### config.mk
export PLATFORM = sky130hd
export DESIGN_NAME = mem_access_unit
export DESIGN_NICKNAME = d
export VERILOG_FILES = /design/src/rtl/mem_access_pkg.sv /design/src/rtl/mem_lane_align.sv /design/src/rtl/mem_access_unit.sv
export SDC_FILE = /design/constraint.sdc
export NUM_CORES = 1
export LEC_CHECK = 0
export CORE_MARGIN = 3
export CORE_UTILIZATION = 30
export DETAILED_ROUTE_END_ITERATION = 8
export HOLD_SLACK_MARGIN = 0.05
export SLEW_MARGIN = 30
export SYNTH_ARGS = -nofsm -noshare
export SYNTH_HDL_FRONTEND = slang
export SYNTH_HIERARCHICAL = 1
export SYNTH_SLANG_ARGS = --single-unit
### constraint.sdc
create_clock -name clk -period 3.4 [get_ports clk]
set_clock_uncertainty 0.05 [all_clocks]
set_input_delay 0.68 -clock clk [delete_from_list [all_inputs] [get_ports clk]]
set_output_delay 0.68 -clock clk [all_outputs]
set_load 0.1 [all_outputs]
### src/rtl/mem_access_pkg.sv
// Shared constants and types for the data-memory access unit.
// Size encodings, FSM state type and data width.
package mem_access_pkg;

    localparam int DATA_W = 32;

    localparam logic [1:0] SZ_BYTE = 2'b00;
    localparam logic [1:0] SZ_HALF = 2'b01;
    localparam logic [1:0] SZ_WORD = 2'b10;
    localparam logic [1:0] SZ_RSVD = 2'b11;

    typedef enum logic [1:0] {
        ST_IDLE   = 2'b00,
        ST_ACCESS = 2'b01,
        ST_WRITE  = 2'b10,
        ST_RESP   = 2'b11
    } state_e;

endpackage

### src/rtl/mem_lane_align.sv
// Lane extract/extend for loads and lane merge for sub-word stores.
// Little-endian; off_i is the byte offset inside the word.
module mem_lane_align
    import mem_access_pkg::*;
(
    input  logic [DATA_W-1:0] word_i,
    input  logic [1:0]        size_i,
    input  logic              sign_i,
    input  logic [1:0]        off_i,
    input  logic [15:0]       wdata_i,
    output logic [DATA_W-1:0] rdata_o,
    output logic [DATA_W-1:0] merge_o
);

    logic [7:0]  byte_v;
    logic [15:0] half_v;

    always_comb begin
        byte_v  = word_i[{off_i, 3'b000} +: 8];
        half_v  = word_i[{off_i[1], 4'b0000} +: 16];
        rdata_o = word_i;
        merge_o = word_i;
        unique case (size_i)
            SZ_BYTE: begin
                rdata_o = {{24{sign_i & byte_v[7]}}, byte_v};
                merge_o[{off_i, 3'b000} +: 8] = wdata_i[7:0];
            end
            SZ_HALF: begin
                rdata_o = {{16{sign_i & half_v[15]}}, half_v};
                merge_o[{off_i[1], 4'b0000} +: 16] = wdata_i;
            end
            default: begin
                rdata_o = word_i;
                merge_o = word_i;
            end
        endcase
    end

endmodule

### src/rtl/mem_access_unit.sv
// Data-memory initiator: load/store with sub-word RMW and extension.
// MEM_ACCESS_ALIGN_FAULT_EN: fault misaligned/reserved requests.
module mem_access_unit
    import mem_access_pkg::*;
#(
    parameter int DATA_W     = 32,
    parameter int DEPTH_LOG2 = 10
) (
    input  logic              clk,
    input  logic              rst,
    input  logic              req_valid,
    output logic              req_ready,
    input  logic              req_we,
    input  logic [1:0]        req_size,
    input  logic              req_signed,
    input  logic [31:0]       req_addr,
    input  logic [DATA_W-1:0] req_wdata,
    output logic              resp_valid,
    output logic [DATA_W-1:0] resp_rdata,
    output logic              resp_fault,
    output logic [31:0]       mem_A,
    output logic [DATA_W-1:0] mem_WD,
    output logic              mem_WE,
    input  logic [DATA_W-1:0] mem_RD
);

    state_e                state_q, state_d;
    logic                  we_q, we_d;
    logic                  sgn_q, sgn_d;
    logic [1:0]            size_q, size_d;
    logic [DEPTH_LOG2+1:0] addr_q, addr_d;
    logic [DATA_W-1:0]     wdata_q, wdata_d;
    logic [DATA_W-1:0]     old_q, old_d;
    logic [DATA_W-1:0]     rdata_q, rdata_d;

    logic [1:0]        in_size;
    logic [1:0]        in_off;
    logic              in_fault;
    logic [DATA_W-1:0] lane_word;
    logic [DATA_W-1:0] lane_rdata;
    logic [DATA_W-1:0] lane_merge;
    logic              unused_addr;

    assign unused_addr = ^req_addr[31:DEPTH_LOG2+2];

`ifdef MEM_ACCESS_ALIGN_FAULT_EN
    logic fault_q, fault_d;

    always_comb begin
        in_size  = req_size;
        in_off   = req_addr[1:0];
        in_fault = (req_size == SZ_RSVD)
                || (req_size == SZ_HALF && req_addr[0])
                || (req_size == SZ_WORD && req_addr[1:0] != 2'b00);
    end

    always_comb begin
        fault_d = fault_q;
        if (state_q == ST_IDLE && req_valid) begin
            fault_d = in_fault;
        end
    end

    always_ff @(posedge clk or negedge rst) begin
        if (!rst) begin
            fault_q <= 1'b0;
        end else begin
            fault_q <= fault_d;
        end
    end

    assign resp_fault = resp_valid & fault_q;
`else
    // Without faulting, misaligned requests are aligned down instead.
    always_comb begin
        in_size = (req_size == SZ_RSVD) ? SZ_WORD : req_size;
        in_off  = req_addr[1:0];
        if (in_size == SZ_HALF) begin
            in_off[0] = 1'b0;
        end
        if (in_size == SZ_WORD) begin
            in_off = 2'b00;
        end
        in_fault = 1'b0;
    end

    assign resp_fault = 1'b0;
`endif

    assign lane_word = (state_q == ST_WRITE) ? old_q : mem_RD;

    mem_lane_align u_align (
        .word_i  (lane_word),
        .size_i  (size_q),
        .sign_i  (sgn_q),
        .off_i   (addr_q[1:0]),
        .wdata_i (wdata_q[15:0]),
        .rdata_o (lane_rdata),
        .merge_o (lane_merge)
    );

    always_comb begin
        state_d = state_q;
        we_d    = we_q;
        sgn_d   = sgn_q;
        size_d  = size_q;
        addr_d  = addr_q;
        wdata_d = wdata_q;
        old_d   = old_q;
        rdata_d = rdata_q;
        unique case (state_q)
            ST_IDLE: begin
                if (req_valid) begin
                    we_d    = req_we;
                    sgn_d   = req_signed;
                    size_d  = in_size;
                    addr_d  = {req_addr[DEPTH_LOG2+1:2], in_off};
                    wdata_d = req_wdata;
                    rdata_d = '0;
                    state_d = in_fault ? ST_RESP : ST_ACCESS;
                end
            end
            ST_ACCESS: begin
                if (!we_q) begin
                    rdata_d = lane_rdata;
                    state_d = ST_RESP;
                end else if (size_q == SZ_WORD) begin
                    state_d = ST_RESP;
                end else begin
                    old_d   = mem_RD;
                    state_d = ST_WRITE;
                end
            end
            ST_WRITE: state_d = ST_RESP;
            ST_RESP:  state_d = ST_IDLE;
            default:  state_d = ST_IDLE;
        endcase
    end

    always_ff @(posedge clk or negedge rst) begin
        if (!rst) begin
            state_q <= ST_IDLE;
            we_q    <= 1'b0;
            sgn_q   <= 1'b0;
            size_q  <= SZ_BYTE;
            addr_q  <= '0;
            wdata_q <= '0;
            old_q   <= '0;
            rdata_q <= '0;
        end else begin
            state_q <= state_d;
            we_q    <= we_d;
            sgn_q   <= sgn_d;
            size_q  <= size_d;
            addr_q  <= addr_d;
            wdata_q <= wdata_d;
            old_q   <= old_d;
            rdata_q <= rdata_d;
        end
    end

    always_comb begin
        req_ready  = rst && (state_q == ST_IDLE);
        resp_valid = (state_q == ST_RESP);
        resp_rdata = (resp_valid && !we_q) ? rdata_q : '0;
        mem_A      = '0;
        mem_A[DEPTH_LOG2-1:0] = addr_q[DEPTH_LOG2+1:2];
        mem_WE = (state_q == ST_ACCESS && we_q && size_q == SZ_WORD)
              || (state_q == ST_WRITE);
        mem_WD = '0;
        if (state_q == ST_WRITE) begin
            mem_WD = lane_merge;
        end else if (mem_WE) begin
            mem_WD = wdata_q;
        end
    end

endmodule

==> results by group <==
Outcome
  – Run status: finished with violations
  – Violated checks: negative setup slack

Timing
  – Hold violation total from the final report: 0
  – Tmin final: ~3.4 ns
  – Number of max-slew violations in the final report: 0
  – Total of endpoints with negative setup slack in the final report: 3
  – Transition time of the tightest slew-check pin: just under 0.9 ns
  – Relative slew slack: 0.412
  – RSZ-0062 raised after global routing: true
  – Final worst-path setup slack: -0.0252 ns
  – Achievable Freq: between 200 and 300 MHz
  – Period utilisation layout: 1.01

Synthesis
  – Post-synth EDFFs: 0
  – Cell types with the largest area share after synthesis: dfrtp_1, mux2_2, mux2_4, mux2i_1, buf_4
  – Sequential share of the synthesized area: 0.349
  – Total of flip-flops plus latches after synthesis: 114
  – Synthesized area: approximately 8000 µm²
  – Gate count of the mapped netlist: about 830
  – Synthesized area divided by synthesized cell count: 9.85 µm²
  – Syn. warnings: 6
  – Leading area contributor after synthesis: dfrtp_1
  – Most frequently used flop master after synthesis: dfrtp_1
  – Number of distinct library cells after synthesis: between 50 and 60
  – Async set or reset register ratio after synthesis: 1.00
  – Top-area cell type share of the netlist area: 0.349

Cells and area
  – Layout cells sized above 1: 0.410
  – Area Overhead vs Synth: 43.5%
  – Commonest cells after routing, fill and taps aside: dfrtp_1, buf_4, clkdlybuf4s50_1
  – Final standard cell utilization of the core: 0.443
  – Diodes inserted: 0
  – Most frequent standard cell in the layout excluding fill and tap cells: dfrtp_1
  – Net count, final: around 1100

Placement
  – Routability cong.: 0.928
  – Buffers added on ports: around 160
  – Dpl hpwl: roughly 19 mm

Routing
  – Vias: 7121
  – Antenna-violating nets left: 0
  – TritonRoute pass-1 iters: 6
  – Detail-routed net length per standard cell: 20.7 µm
  – Drc violations: 0
  – Avg Vias per Cell: 5.37
  – Final routed wirelength across all metal layers: approximately 27 mm
  – DRC violation total after the first TritonRoute iteration: around 650

GRT
  – Number of antenna violations at the first check in global routing: 1
  – Largest net degree at the start of global routing: 57
  – Global-route usage over all layers: 0.182
  – Number of global-route vias before repair: about 7000
  – Final global-route overflow total: 0
  – Global-route wire length before repair: slightly above 40 mm

Floorplanning
  – Die area: just under 30000 µm²
  – Site Rows: 59
  – Effective utilization at floorplan: 0.309
  – Floorplan die width: between 150 and 200 µm
  – Count of boundary I/O pins: a little over 200
  – Area of the core: around 26000 µm²
  – Die Y-Extent: 171 µm

Worst setup path
  – Setup Crit Path Kind: flop to output pin
  – Max FO, Critical Path: 6
  – Crit path DAT: between 2 and 3 ns
  – Endpoint type of the worst setup path: output pin
  – Required time of the critical path: 2.67 ns
  – Setup crit start kind: flop

CTS
  – H-tree level count: 4
  – Buffer levels on the longest clock path: 2
  – Root Buffer Master: clkbuf_16
  – Clock insertion delay at the later pin of the skew report: slightly above 0.4 ns
  – Number of buffers created by CTS: 17
  – Clock tree sinks: around 110
  – Clock slew at reported path FFs: 0.06 ns
  – Hold_buf cts: 0
  – TritonCTS clock tree: done

Hold path
  – Worst hold path type: input pin to async pin

Job
  – Max_cap viols: 0
==> routing by layer <==
layer,vias up,GRT usage,share of wire
li1,3267,-,-
met1,3494,0.241,0.43
met2,307,0.283,0.46
met3,51,0.0571,0.092
met4,2,0.0598,0.024
met5,-,0,0.00033
==> sequential cells by signal, indices dropped and copies added, names as in the netlist <==
| register | count |
|---|---|
| addr_q | 12 |
| old_q | 32 |
| rdata_q | 32 |
| state_q | 2 |
| size_q | 2 |
| sgn_q | 1 |
| we_q | 1 |
| wdata_q | 32 |
==> logic make-up (layout without fill, tap and decap cells) <==
family	count (synthesis)	count (layout)	share of synthesized area
muxes	150	150	0.215
AOI/OAI and AO/OA	183	183	0.158
and+or+nand+nor	224	224	0.158
buffers and inverters	147	286	0.104
other	1	23	0.000459
DFF	114	114	0.349
adders and majority gates	10	10	0.0153
==> repair_timing <==
item | in CTS | in global routing
pin swaps | 2 | 17
gates resized for setup | 35 | 95
endpoints found under the setup margin | 32 | 32
buffers inserted | 8 | 18
gates cloned | 1 | 1
==> cell usage after synthesis, drive strengths merged, types with 2 or more instances <==
library cell	number
nand3b	8
nor3	2
and4	2
nor2	43
nand2b	12
a31oi	25
and3b	2
and2	34
a21oi	32
mux2i	39
a22oi	8
nor3b	10
or3b	9
nand4	32
mux2	111
ha	10
nand2	38
and2b	2
a221o	22
a41oi	8
o221ai	22
a32oi	9
o21ai	51
dfrtp	114
buf	85
nor2b	28
inv	41
clkbuf	21
==> cell type report <==
| class | count | area (µm²) |
|---|---|---|
| multi-input cells | 590 | 5370 |
| clock buffers | 21 | 460 |
| clock inverters | 11 | 135 |
| inverters | 41 | 160 |
| repair buffers | 213 | 2310 |
| well taps | 335 | 419 |
| flip-flops and latches | 114 | 2860 |
| fillers | 2469 | 14700 |
==> worst paths after layout <==
check	startpoint	end	slack, ns	depth (start not counted)
max	state_q[0]	mem_WD[28]	-0.03	10
min	rst	wdata_q[9]	0.12	1
max reg2reg	state_q[0]	rdata_q[28]	0.60	11
min reg2reg	addr_q[11]	addr_q[11]	0.45	1
max in group asynchronous	rst	size_q[1]	2.08	2
min in group clk	addr_q[11]	addr_q[11]	0.45	1
==> worst max-delay path, stage by stage, from the launching register on <==
cell,delay [ns]
dfrtp_1,0.38
inv_2,0.08
ha_4,0.26
buf_6,0.15
mux2_4,0.35
nor2b_1,0.15
a31oi_1,0.24
o221ai_2,0.18
mux2i_2,0.25
nor2_4,0.06
buf_12,0.18
==> per-stage QoR <==
stage	setup TNS, ns	hold slack, ns	area [µm²]	setup WS, ns	std cells
after global routing	-1.15	0.137	11700	-0.124	1325
after floorplan	0	0.334	8490	0.154	851
after global placement	0	0.434	10300	0.133	1266
final	-0.0366	0.123	11700	-0.0252	1325
after detailed placement	0	0.439	10300	0.126	1266
after CTS	-0.303	0.126	11100	-0.0401	1307
Power is left out: the tool's default activity adds up to more than one toggle a clock period on the data nets, which glitch-free logic cannot reach.
